`src/rtl/display_pkg.sv`:
```
// display_pkg: shared types, sizes and helpers for the display value sequencer.
package display_pkg;
    typedef enum logic [1:0] {IDLE, SHIFT, DONE} state_t;
    localparam int NUM_DIGITS = 4;
    localparam int DIGIT_W = 4;
    localparam int unsigned MAX_VALUE = 9999;
    localparam int DABBLE_BITS = 14;
    localparam int BCD_W = NUM_DIGITS * DIGIT_W;
    localparam int SR_W = BCD_W + DABBLE_BITS;
    localparam int SHIFT_CNT_W = $clog2(DABBLE_BITS);
    localparam logic [SHIFT_CNT_W-1:0] SHIFT_LAST = SHIFT_CNT_W'(DABBLE_BITS - 1);

    // A digit is a leading zero only while every more significant digit is also zero.
    function automatic logic [NUM_DIGITS-1:0] lz_mask(input logic [BCD_W-1:0] d);
        logic z;
        lz_mask = '0;
        z = 1'b1;
        for (int i = NUM_DIGITS - 1; i > 0; i--) begin
            z = z && (d[i*DIGIT_W +: DIGIT_W] == '0);
            lz_mask[i] = z;
        end
    endfunction
endpackage

```
`src/rtl/bcd_dabble_step.sv`:
```
// bcd_dabble_step: one double-dabble iteration, add 3 to every BCD nibble >= 5 then shift left.
module bcd_dabble_step
    import display_pkg::*;
(
    input  logic [SR_W-1:0] sr_i,
    output logic [SR_W-1:0] sr_o
);
    always_comb begin
        sr_o = sr_i;
        for (int i = 0; i < NUM_DIGITS; i++)
            sr_o[DABBLE_BITS + i*DIGIT_W +: DIGIT_W] = (sr_o[DABBLE_BITS + i*DIGIT_W +: DIGIT_W] >= DIGIT_W'(5)) ? sr_o[DABBLE_BITS + i*DIGIT_W +: DIGIT_W] + DIGIT_W'(3) : sr_o[DABBLE_BITS + i*DIGIT_W +: DIGIT_W];
        sr_o = sr_o << 1;
    end
endmodule

```
`src/rtl/display_value_sequencer.sv`:
```
// display_value_sequencer: binary-to-BCD front-end with atomic digit publish, leading-zero blanking and blink.
module display_value_sequencer
    import display_pkg::*;
#(
    parameter int CLK_HZ   = 50_000_000,
    parameter int BLINK_HZ = 2,
    parameter int VALUE_W  = 14
) (
    input  logic               clk,
    input  logic               rst_n,
    input  logic               in_valid,
    output logic               in_ready,
    input  logic [VALUE_W-1:0] in_value,
    input  logic               blank_lz,
    input  logic               blink_en,
    output logic [DIGIT_W-1:0] bcd_thousands,
    output logic [DIGIT_W-1:0] bcd_hundreds,
    output logic [DIGIT_W-1:0] bcd_tens,
    output logic [DIGIT_W-1:0] bcd_ones,
    output logic [NUM_DIGITS-1:0] digit_blank,
    output logic               over,
    output logic               conv_done,
    output logic               busy
);
    localparam int HALF  = CLK_HZ / (2 * BLINK_HZ);
    localparam int CNT_W = HALF > 1 ? $clog2(HALF) : 1;

    state_t state_q, state_d;
    logic [SR_W-1:0] sr_q, sr_d, sr_step;
    logic [SHIFT_CNT_W-1:0] cnt_q, cnt_d;
    logic [BCD_W-1:0] digits_q, digits_d;
    logic over_next_q, over_next_d, over_q, over_d, done_q, done_d;
    logic [CNT_W-1:0] blink_cnt_q;
    logic blink_phase_q, blink_wrap, in_over;
    logic [DABBLE_BITS-1:0] clamped;

    assign in_over = 32'(in_value) > MAX_VALUE;
    assign clamped = in_over ? DABBLE_BITS'(MAX_VALUE) : DABBLE_BITS'(in_value);

    bcd_dabble_step u_step (.sr_i(sr_q), .sr_o(sr_step));

    always_comb begin
        state_d = state_q;
        sr_d = sr_q;
        cnt_d = cnt_q;
        over_next_d = over_next_q;
        digits_d = digits_q;
        over_d = over_q;
        done_d = 1'b0;
        unique case (state_q)
            IDLE: if (in_valid) begin
                sr_d = SR_W'(clamped);
                over_next_d = in_over;
                cnt_d = '0;
                state_d = SHIFT;
            end
            SHIFT: begin
                sr_d = sr_step;
                cnt_d = cnt_q + SHIFT_CNT_W'(1);
                state_d = (cnt_q == SHIFT_LAST) ? DONE : SHIFT;
            end
            DONE: begin
                digits_d = sr_q[SR_W-1 -: BCD_W];
                over_d = over_next_q;
                done_d = 1'b1;
                state_d = IDLE;
            end
            default: state_d = IDLE;
        endcase
    end

    always_ff @(posedge clk or negedge rst_n) begin
        if (!rst_n) begin
            state_q <= IDLE;
            sr_q <= '0;
            cnt_q <= '0;
            over_next_q <= 1'b0;
            digits_q <= '0;
            over_q <= 1'b0;
            done_q <= 1'b0;
        end else begin
            state_q <= state_d;
            sr_q <= sr_d;
            cnt_q <= cnt_d;
            over_next_q <= over_next_d;
            digits_q <= digits_d;
            over_q <= over_d;
            done_q <= done_d;
        end
    end

    // Free-running so that enabling blink never shifts the phase.
    assign blink_wrap = blink_cnt_q == CNT_W'(HALF - 1);

    always_ff @(posedge clk or negedge rst_n) begin
        if (!rst_n) begin
            blink_cnt_q <= '0;
            blink_phase_q <= 1'b0;
        end else begin
            blink_cnt_q <= blink_wrap ? '0 : blink_cnt_q + CNT_W'(1);
            blink_phase_q <= blink_phase_q ^ blink_wrap;
        end
    end

    assign in_ready = state_q == IDLE;
    assign busy = !in_ready;
    assign conv_done = done_q;
    assign over = over_q;
    assign {bcd_thousands, bcd_hundreds, bcd_tens, bcd_ones} = digits_q;
    assign digit_blank = (blink_en && blink_phase_q) ? '1 : (blank_lz ? lz_mask(digits_q) : '0);
endmodule

```
`config.mk`:
```
export PLATFORM = sky130hd
export DESIGN_NAME = display_value_sequencer
export DESIGN_NICKNAME = d
export VERILOG_FILES = /design/src/rtl/display_pkg.sv /design/src/rtl/bcd_dabble_step.sv /design/src/rtl/display_value_sequencer.sv
export SDC_FILE = /design/constraint.sdc
export NUM_CORES = 1
export LEC_CHECK = 0
export ABC_CLOCK_PERIOD_IN_PS = 2700
export BUFFER_PORTS_ARGS = -buffer_cell sky130_fd_sc_hd__clkbuf_2
export CORE_ASPECT_RATIO = 1.5
export CORE_MARGIN = 2
export CORE_UTILIZATION = 45
export CTS_BUF_LIST = sky130_fd_sc_hd__clkbuf_16
export CTS_CLUSTER_DIAMETER = 60
export DETAILED_ROUTE_END_ITERATION = 10
export PLACE_DENSITY = 0.61
export SETUP_SLACK_MARGIN = 0.3
export SYNTH_ARGS = -nofsm -noshare
export SYNTH_HDL_FRONTEND = slang
export SYNTH_SLANG_ARGS = --single-unit
```
`constraint.sdc`:
```
create_clock -name clk -period 2.7 [get_ports clk]
set_input_delay 0.27 -clock clk [delete_from_list [all_inputs] [get_ports clk]]
set_output_delay 0.27 -clock clk [all_outputs]
set_load 0.05 [all_outputs]
```
=== After elaboration in Yosys (flattened, before gate mapping) ===
Cells that the tools add are included.

* Word-level logic and storage cells: 53
* Input port bits: 19
* Output and inout port bits: 24
* Bits in registers: 80

* Equality and inequality tests: 5
* Muxes and demuxes: 16
* Bitwise gates (word level): 1
* Reduce and logical (&&, ||, !) cells: 11
* $add $sub $neg: 6
* Order comparisons: 5

{| class="wikitable"
|+ Operators with widths
! cell !! count
|-
| $pmux W30 S2 || 1
|-
| $mux W30 || 1
|-
| $add A24 B1 Y24 const B || 1
|-
| $eq A24 B24 Y1 const B || 1
|-
| $mux W24 || 1
|-
| $mux W4 || 6
|-
| $ge A4 B3 Y1 const B || 4
|-
| $gt A14 B14 Y1 const B || 1
|-
| $mux W14 || 1
|-
| $add A4 B2 Y4 const B || 3
|-
| $logic_not A4 Y1 || 3
|-
| $pmux W4 S2 || 1
|-
| $add A4 B1 Y4 const B || 1
|-
| $eq A4 B4 Y1 const B || 1
|-
| $mux W2 || 2
|-
| $pmux W2 S2 || 1
|-
| $reduce_and A2 Y1 || 2
|-
| $add A3 B2 Y3 const B || 1
|-
| $logic_and A1 B1 Y1 || 3
|-
| $mux W3 || 1
|-
| $eq A2 B1 Y1 const B || 1
|-
| $eq A2 B2 Y1 const B || 1
|-
| $logic_not A2 Y1 || 1
|-
| $ne A2 B2 Y1 const B || 1
|-
| other kinds (4) || 4
|}

=== Longest topological paths before layout ===
Gate-level depths: netlist (run 1).

* Depth in word-level cells: 5
* Gate-level depth with buffers: 6
* Gate-level depth less buffers: 6

=== By module ===
From an unflattened synthesis (run 1), not the netlist that was laid out.

* Cell total of the unflattened synthesis: 419
* Area, all modules: 4,057.6 µm²

{| class="wikitable"
|+ By module, submodules not included
! module !! area an instance (µm²) !! seq. area each (µm²) !! cells an instance !! times used
|-
| display_value_sequencer || 3,555.9 || 2,001.9 || 343 || 1
|-
| bcd_dabble_step || 501.7 || 0.0 || 76 || 1
|}

=== Worst setup path before layout (run 1) ===
Ideal clock, no wire load.

* Kind: reg-to-output
* From: reg digits_q[5]
* To: out digit_blank[1]
* Required time: 2.430 ns
* Cell stages (with the launch flop): 3
* Arrival: 2.213 ns
* Setup slack: 0.217 ns
* Cell sequence: dfrtp_1 -> or4_1 -> o21ai_0

* Longest elaborated chain between the ends: 4

{| class="wikitable"
|+ Ends and longest elaborated chain
! what !! line !! text
|-
| start: declaration || display_value_sequencer.sv:31 || <nowiki>logic [BCD_W-1:0] digits_q, digits_d;</nowiki>
|-
| start signal: assignment || display_value_sequencer.sv:86 || <nowiki>digits_q <= digits_d;</nowiki>
|-
| $logic_not A4 Y1 || display_pkg.sv:19 || <nowiki>z = z && (d[i*DIGIT_W +: DIGIT_W] == '0);</nowiki>
|-
| $logic_and A1 B1 Y1 || display_pkg.sv:19 ||
|-
| $mux W4 (2 in a row) || display_value_sequencer.sv:110 || <nowiki>assign digit_blank = (blink_en && blink_phase_q) ? '1 : (blank_lz ? lz_mask(digits_q) : '0);</nowiki>
|-
| end: declaration || display_value_sequencer.sv:20 || <nowiki>output logic [NUM_DIGITS-1:0] digit_blank,</nowiki>
|}

Every way passes these cells.

=== Final worst setup path (run 1) ===
Same ends and word-level chain as after synthesis.

==> reports/summary.md, run 1 <==
The count of input and output buffers came out at 42. The clock reaches the later pin of the worst-skew pair after 0.33 ns. After technology mapping, the gate count stands at 364.

The floorplan has 41 rows. The post-route clock period utilization is 75.5%. The number of antenna diodes in the final layout is 0.

The power share of the clock group was 23.9%. The fill cell instance count of the final layout was 759. The library cell used most frequently in the layout, excluding fill and tap cells, is sky130_fd_sc_hd__dfrtp_1. The area of the placeable core is 8310 sq um. No sink is reached through more buffers than the 2 on the longest clock path.

The smallest clock period supported by the final layout is computed as 2.04 ns. Summed over all failing endpoints, the final setup total negative slack is 0 ns. Total area of sequential cells: 2000 sq um. The cell internal power dissipation is 0.00288 W, and the switching power is 0.00187 W. The detail route stage leaves a number of antenna-violating nets equal to 0.

STA classifies the critical path startpoint as a register. Fraction of power spent switching nets: 39.4%. The quantity of hold-fixing buffers added after cts came out at 0.

The combined global-route utilization of all metal layers is 18.5%. The Yosys step of the flow raised 0 warnings. Register bit total from synthesis: 80.

The setup path with the least slack is of type register to output port. The HPWL reported at the end of detailed placement is 5.57 mm, and the share of power burned in registers is 39.2%. The footprint of the multi-input gates is 1700 sq um.

The flow ran to the end, and the final reports show no timing, DRC or antenna violations. The highest net fanout along the worst path came out at 3. The tools report the number of antenna violations at the first check in global routing as 0. In this run the vertical extent of the chip is 117 um. Clock tree synthesis found a total of 80 sinks.

The critical path arrival was 1.77 ns. The via count of the routed design was 2812; the total DRC errors in the routed layout was 0. The post-synth net total came out at 394. Synthesis instantiated 40 different standard cells from the library. TritonCTS built the clock tree. Setup repair after global routing left no endpoint under its margin. The capturing element type of the critical path is an output port. The first detailed-routing pass took 4 iterations.

The synthesized cell area is 3800 sq um, and the detailed router's first-iteration violation count is 128. The maximum resistive drop on vdd is 0.000593 V, and the highest clock frequency the design can meet is 0.491 GHz. After clock tree synthesis, the repair step resized 0 gates. For this run the aggregate overflow at the end of global routing stands at 0.

After layout, the design draws a total of 0.00476 W. On the final layout, the worst clock skew is 0.00627 ns. Setup violations remaining at the end of the flow were counted as 0. The floorplan step set the die width to 79.0 um.

After the last flow step, the layout net total stands at 437. At the pin with the least slew margin, the transition time is 0.989 ns. The cell at the root of the clock tree was sky130_fd_sc_hd__clkbuf_16. The run gives 2.06 nW as the leakage dissipation. The run gives 2705 as the number of global-route vias before repair. Entering global routing, the biggest net connects 81 pins. The worst pin sits at a relative slew slack of 34.1%.

Count of final max-slew check failures: 0. The combinational fraction of design power came out at 36.9%. For the total count of hold-check failures in the final report, the log shows 0. The final weighted congestion in routability-driven placement is 0.898, and the sequential element share of the synthesized area is 52.7%. The via count normalized by instance count was 5.42.

Leaving out fill and tap cells, the most frequent cells in the layout are sky130_fd_sc_hd__dfrtp_1 (80), sky130_fd_sc_hd__clkbuf_2 (41), sky130_fd_sc_hd__nand2_1 (31). Initial core utilization: 45.7%. The number of clock buffers added by TritonCTS is 9. The mean area per synthesized cell was 10.4 sq um. The first global-routing pass estimated 13.0 mm of wire. After clock tree synthesis, the clock-pin slew on the worst setup and hold paths is 0.05 ns.

The maximum level of the CTS H-tree is 3. During I/O placement, the number of pins put on the boundary was 43. For the total setup buffers inserted after CTS, the log shows 0.

The post-synthesis to final-layout area growth works out to 16.0%. The max-cap check violation count is 0, and the routed length per instance is 14.9 um. The min-delay analysis places its worst path in the category primary input to async pin. The total power per unit cell area was 1080 nW/um^2; the die area was 9210 sq um.

The run gives 7.73 mm as the total length of routed wires. Cells with a size suffix above 1 make up 22.3% of the layout. STA puts the critical path data required time at 2.43 ns.
metrics by stage:
stage                     instance area, sq um  util, %  setup WS, ns  hold WS, ns  cells
after floorplan                           3800        -         0.589      -0.0256    364
after global placement                    4130     49.7         0.767        0.460    503
after detailed placement                  4130     49.7         0.692        0.458    503
after CTS                                 4410     53.1         0.619        0.156    519
after global routing                      4410     53.1         0.535        0.178    519
final                                     4410     53.1         0.662        0.108    519
cell families (layout without fill, tap and decap cells):
family	after synthesis	after routing	synth area share [%]
AND/OR/NAND/NOR	138	138	19.4
flip-flops	80	80	52.7
AO/OA/AOI/OAI	62	62	9.68
buffers and inverters	28	76	2.86
XOR/XNOR	23	23	5.30
multiplexers	22	22	6.48
adder cells (fa/ha/maj)	11	11	3.62
worst max-delay path, cell delays in order, from the launching register on:
cell	delay, ns
sky130_fd_sc_hd__dfrtp_1	0.40
sky130_fd_sc_hd__or4_1	0.60
sky130_fd_sc_hd__o21ai_1	0.15
sky130_fd_sc_hd__clkbuf_2	0.29
cells in the mapped netlist:
master | n | area share (%)
sky130_fd_sc_hd__xor2_1 | 11 | 2.5
sky130_fd_sc_hd__nand4_1 | 10 | 1.6
sky130_fd_sc_hd__nand2_1 | 31 | 3.1
sky130_fd_sc_hd__or2_2 | 2 | 0.33
sky130_fd_sc_hd__o31ai_1 | 6 | 1.2
sky130_fd_sc_hd__or4_4 | 2 | 0.59
sky130_fd_sc_hd__a31o_2 | 1 | 0.23
sky130_fd_sc_hd__nand2b_1 | 5 | 0.82
sky130_fd_sc_hd__a221o_1 | 4 | 1.1
sky130_fd_sc_hd__nor4_1 | 6 | 0.99
sky130_fd_sc_hd__nand3_1 | 25 | 3.3
sky130_fd_sc_hd__and3_1 | 5 | 0.82
sky130_fd_sc_hd__nor4_4 | 1 | 0.56
sky130_fd_sc_hd__nor4b_1 | 2 | 0.46
sky130_fd_sc_hd__or4_1 | 5 | 0.99
sky130_fd_sc_hd__o22ai_1 | 6 | 0.99
sky130_fd_sc_hd__or3b_2 | 1 | 0.23
sky130_fd_sc_hd__nor3_1 | 10 | 1.3
sky130_fd_sc_hd__nand3_2 | 1 | 0.26
sky130_fd_sc_hd__buf_1 | 2 | 0.20
sky130_fd_sc_hd__or3_1 | 4 | 0.66
sky130_fd_sc_hd__xnor2_1 | 12 | 2.8
sky130_fd_sc_hd__dfrtp_1 | 80 | 53
sky130_fd_sc_hd__clkbuf_1 | 10 | 0.99
sky130_fd_sc_hd__and2_1 | 1 | 0.16
sky130_fd_sc_hd__o21ai_0 | 31 | 4.1
sky130_fd_sc_hd__nor2b_1 | 3 | 0.49
sky130_fd_sc_hd__clkbuf_2 | 1 | 0.13
sky130_fd_sc_hd__nor3b_1 | 1 | 0.20
sky130_fd_sc_hd__mux2_2 | 21 | 6.2
sky130_fd_sc_hd__nor2_1 | 22 | 2.2
sky130_fd_sc_hd__o211ai_1 | 1 | 0.20
sky130_fd_sc_hd__a21oi_2 | 1 | 0.23
sky130_fd_sc_hd__a21oi_1 | 10 | 1.3
sky130_fd_sc_hd__a22oi_1 | 2 | 0.39
sky130_fd_sc_hd__buf_2 | 2 | 0.26
sky130_fd_sc_hd__mux2i_1 | 1 | 0.26
sky130_fd_sc_hd__nand4_2 | 1 | 0.33
sky130_fd_sc_hd__ha_1 | 11 | 3.6
sky130_fd_sc_hd__inv_1 | 13 | 1.3
area by class of cell:
type,instances,area share [%]
well taps,107,3.04
clock inverters,7,1.25
flip-flops and latches,80,45.4
repair buffers,47,5.67
inverters,13,1.11
multi-input cells,256,38.4
clock buffers,9,5.11
sequential cells by signal, summed over array words and instances (netlist names):
register and count:
over_next_q 1, digits_q 16, blink_phase_q 1, conv_done 1, over 1, blink_cnt_q 24, state_q 2, sr_q 30
cnt_q 4
metal layers:
metal / GRT usage (%) / routed length (um) / vias up
met2: 32.4 / 4140 / 46
met5: 0 / 0 / -
met3: 4.25 / 237 / 13
met1: 21.5 / 3160 / 1367
li1: - / - / 1386
met4: 8.39 / 187 / 0
power by group through the flow:
stage               clock network, W  registers [W]  logic [W]
floorplan                          0        0.00219    0.00101
finish                       0.00114        0.00186    0.00176
CTS                          0.00117        0.00186    0.00178
global route                 0.00122        0.00191    0.00196
detailed placement                 0        0.00188    0.00178
global placement                   0        0.00187    0.00175
worst paths after layout:
kind / cells after the start / end / slack (ns) / start
min: 1 / conv_done / 0.11 / rst_n
min reg2reg: 1 / blink_phase_q / 0.47 / blink_phase_q
max in group asynchronous: 1 / blink_cnt_q[22] / 1.96 / rst_n
min in group clk: 3 / sr_q[11] / 0.18 / in_value[11]
max: 3 / digit_blank[1] / 0.66 / digits_q[5]
max reg2reg: 5 / blink_cnt_q[18] / 0.68 / blink_cnt_q[0]
No activity file was read; power rests on OpenSTA's default activity.
==> inputs of run 2 (changes only) <==
Settings changed: ABC_CLOCK_PERIOD_IN_PS 2700 to 1800, PLACE_DENSITY 0.61 to 0.63.
Clock period 2.7 ns to 1.8 ns, I/O delays scaled along.
==> run 2 against run 1 <==
Compared with the run above: count of clock-buffer cells in the layout is the same; die area unchanged; largest cell class is now multi-input combinational cells; clock power grew 41%; global-route usage up 1.5 points; critical path depth is the same; worst setup slack got worse by 0.65 ns; critical endpoint unchanged; via count up 12%.
==> reports/summary.md, run 2 (synthesis results as in run 1) <==
Final setup skew: 0.00697 ns (was 0.00627 ns). The count of placed standard cells in the final layout, fillers left out is 576 (was 519), and the post-route clock period utilization is 99.5%. The path class of the lowest-slack min-delay path is primary input to register (was primary input to async pin). The detailed router's first-iteration violation count was 129 (was 128). The tools report the clock latency reported for the late side of the worst-skew pair as 0.34 ns (was 0.33 ns). The commonest non-fill, non-tap cell in the layout was sky130_fd_sc_hd__dfrtp_1 (unchanged). The highest net fanout along the worst path works out to 3 (unchanged).

For the required time of the critical path, the log shows 1.62 ns (was 2.43 ns). The tools report the maximum resistive drop on vdd as 0.00115 V (was 0.000593 V). The critical path arrival came out at 1.61 ns (was 1.77 ns). For the combined global-route utilization of all metal layers, the log shows 20.0% (was 18.5%).

The footprint of the multi-input gates was 2130 sq um (was 1700 sq um); the final weighted congestion in routability-driven placement was 0.867 (was 0.898). The count of input and output buffers is 42 (unchanged), and the die area is 9210 sq um (unchanged). The setup-violating endpoint count in the final report was 0 (unchanged). The flow ran to the end, and the final reports show no timing, DRC or antenna violations. The logs give 0 (unchanged) for the number of antenna violations at the first check in global routing and 0 (unchanged) for the final antenna-violating net count.

TritonCTS built the clock tree. The area of the placeable core came out at 8310 sq um (unchanged). The total length of routed wires was 9.40 mm (was 7.73 mm). Total count of hold-check failures in the final report: 0 (unchanged). The number of buffers created by CTS is 9 (unchanged), and the leakage dissipation is 2.44 nW (was 2.06 nW). The tools report the final antenna diode count as 0 (unchanged).

Max-cap check violation count: 0 (unchanged). The cell at the root of the clock tree was sky130_fd_sc_hd__clkbuf_16 (unchanged). The number of buffer and inverter stages on the critical path was 1 (unchanged); the number of nets in the final layout was 494 (was 437).

Gate family responsible for the most delay along the worst path: simple AND/OR/NAND/NOR gates (unchanged). The logs give 2 (unchanged) for the maximum buffer depth of the clock tree and 45.7% (unchanged) for the initial core utilization. Most frequent cells in the layout: sky130_fd_sc_hd__dfrtp_1 (73), sky130_fd_sc_hd__buf_4 (55), sky130_fd_sc_hd__clkbuf_2 (36) (was sky130_fd_sc_hd__dfrtp_1 (80), sky130_fd_sc_hd__clkbuf_2 (41), sky130_fd_sc_hd__nand2_1 (31)). Register name with the most flops: sr_q (unchanged). Register clock-pin slew on the reported worst setup and hold paths: 0.06 ns (was 0.05 ns). The fill cell instance count of the final layout came out at 671 (was 759). Horizontal extent of the die: 79.0 um (unchanged).

The critical-path cell with the highest stage delay is sky130_fd_sc_hd__or4_4 (was sky130_fd_sc_hd__or4_1). The run gives 0 (unchanged) as the count of final max-slew check failures. The critical path start-end classification is register to output port (unchanged). The smallest clock period supported by the final layout is computed as 1.79 ns. The run gives 41 (unchanged) as the number of rows created at floorplan. The critical path's largest stage delay was 0.54 ns (was 0.60 ns); the fraction of the core area covered by cells at the end of the flow was 64.5% (was 53.1%). The run gives 519 (was 503) as the count of placed standard cells including taps.

The tools report the maximum level of the CTS H-tree as 3 (unchanged). Biggest registers after layout: sr_q: 30 flops, blink_cnt_q: 24 flops, digits_q: 16 flops (unchanged). The worst-margin pin slew is 0.399 ns (was 0.989 ns), and the number of clock sinks is 80 (unchanged).

The post-synthesis to final-layout area growth was 40.9% (was 16.0%). The logs give 43 (unchanged) for the number of placed I/O pins and 73.4% (was 34.1%) for the relative slew slack. The total area of sequential cells is 2010 sq um (was 2000 sq um). The number of flip-flops in the largest register came out at 30 (unchanged).

Setup repair after global routing could not meet its margin everywhere. Static timing analysis puts the maximum clock frequency at 0.559 GHz. The via count of the routed design is 3152 (was 2812). The run gives 2965 (was 2705) as the number of global-route vias before repair. Ordered cell list for the critical path: or4_4 > o21ai_4 > buf_8 (was or4_1 > o21ai_1 > clkbuf_2). The wire length of the first global-routing pass is 14.1 mm (was 13.0 mm), and the via count normalized by instance count is 5.47 (was 5.42).

Total DRC errors in the routed layout: 0 (unchanged). The number of iterations in the first detailed-routing pass is 4 (unchanged), and the fraction of layout instances using a drive strength above 1 is 48.0% (was 22.3%). The maximum number of pins on one net before global-route repair is 53 (was 81), and the total overflow reported by the global router is 0 (unchanged). The capturing element type of the critical path was an output port (unchanged).

The run gives 5.95 mm (was 5.57 mm) as the HPWL reported at the end of detailed placement. The total power per unit cell area was 1500 nW/um^2 (was 1080 nW/um^2). The type of element launching the critical path was a register (unchanged). Vertical die dimension: 117 um (unchanged).

The routed length per instance was 16.3 um (was 14.9 um).
run 2: worst paths after layout:
check / slack, ns / from / depth (start not counted) / endpoint
min in group asynchronous: 0.31 / rst_n / 2 / blink_cnt_q[17]
worst min register to register: 0.47 / sr_q[11] / 2 / sr_q[12]
worst max register to register: 0.05 / blink_cnt_q[12] / 4 / blink_cnt_q[21]
worst min-delay path: 0.09 / in_value[0] / 3 / sr_q[0]
max in group asynchronous: 0.87 / rst_n / 3 / blink_cnt_q[6]
worst max-delay path: 0.01 / digits_q[4] / 3 / digit_blank[1]
run 2: power by group:
group,switching [W],total [W],leakage [nW],internal [W]
sequential,0.000509,0.00286,1.02,0.00235
combinational,0.00202,0.00357,1.29,0.00155
clock,0.000700,0.00161,0.136,0.000908
run 2: stage by stage:
step	TNS, ns	total power [W]	setup WS [ns]	hold WS, ns	instance area [sq um]
3_3_place_gp	0	0.00550	0.0729	0.135	4350
4_1_cts	-0.0126	0.00757	-0.0126	0.0837	4980
5_1_grt	-0.0864	0.00853	-0.0460	0.0984	5360
2_1_floorplan	0	0.00486	0.0869	-0.116	3910
3_5_place_dp	0	0.00562	0.00569	0.136	4350
6_report	0	0.00804	0.00952	0.0875	5360
run 2: per-layer routing:
layer	share of wire, %	up-vias	GRT usage (%)
li1	-	1512	-
met1	39	1571	22.8
met2	55	54	35.8
met3	3.1	15	4.02
met4	2.3	0	9.31
met5	0	-	0
run 2: final cells by class:
cell class                      count  share of cell area, %
Timing Repair Buffer              104                   14.5
Tap cell                          107                   2.50
Clock buffer                        9                   4.20
Clock inverter                      7                  0.607
Multi-Input combinational cell    256                   39.7
Inverter                           13                  0.911
Sequential cell                    80                   37.5
run 2: tightest hold or removal path, stage by stage:
cell	delay (ns)
sky130_fd_sc_hd__clkbuf_2	0.08
sky130_fd_sc_hd__nor2_1	0.04
sky130_fd_sc_hd__nor2_1	0.09
run 2: timing repair:
item                                    in CTS  in global routing
gates resized for setup                     45                 70
hold buffers                                 1                  0
endpoints found under the setup margin      36                 41
endpoints found under the hold margin       28                  0
gates cloned                                 0                  0
buffers inserted                            27                 13
pin swaps                                   16                 15
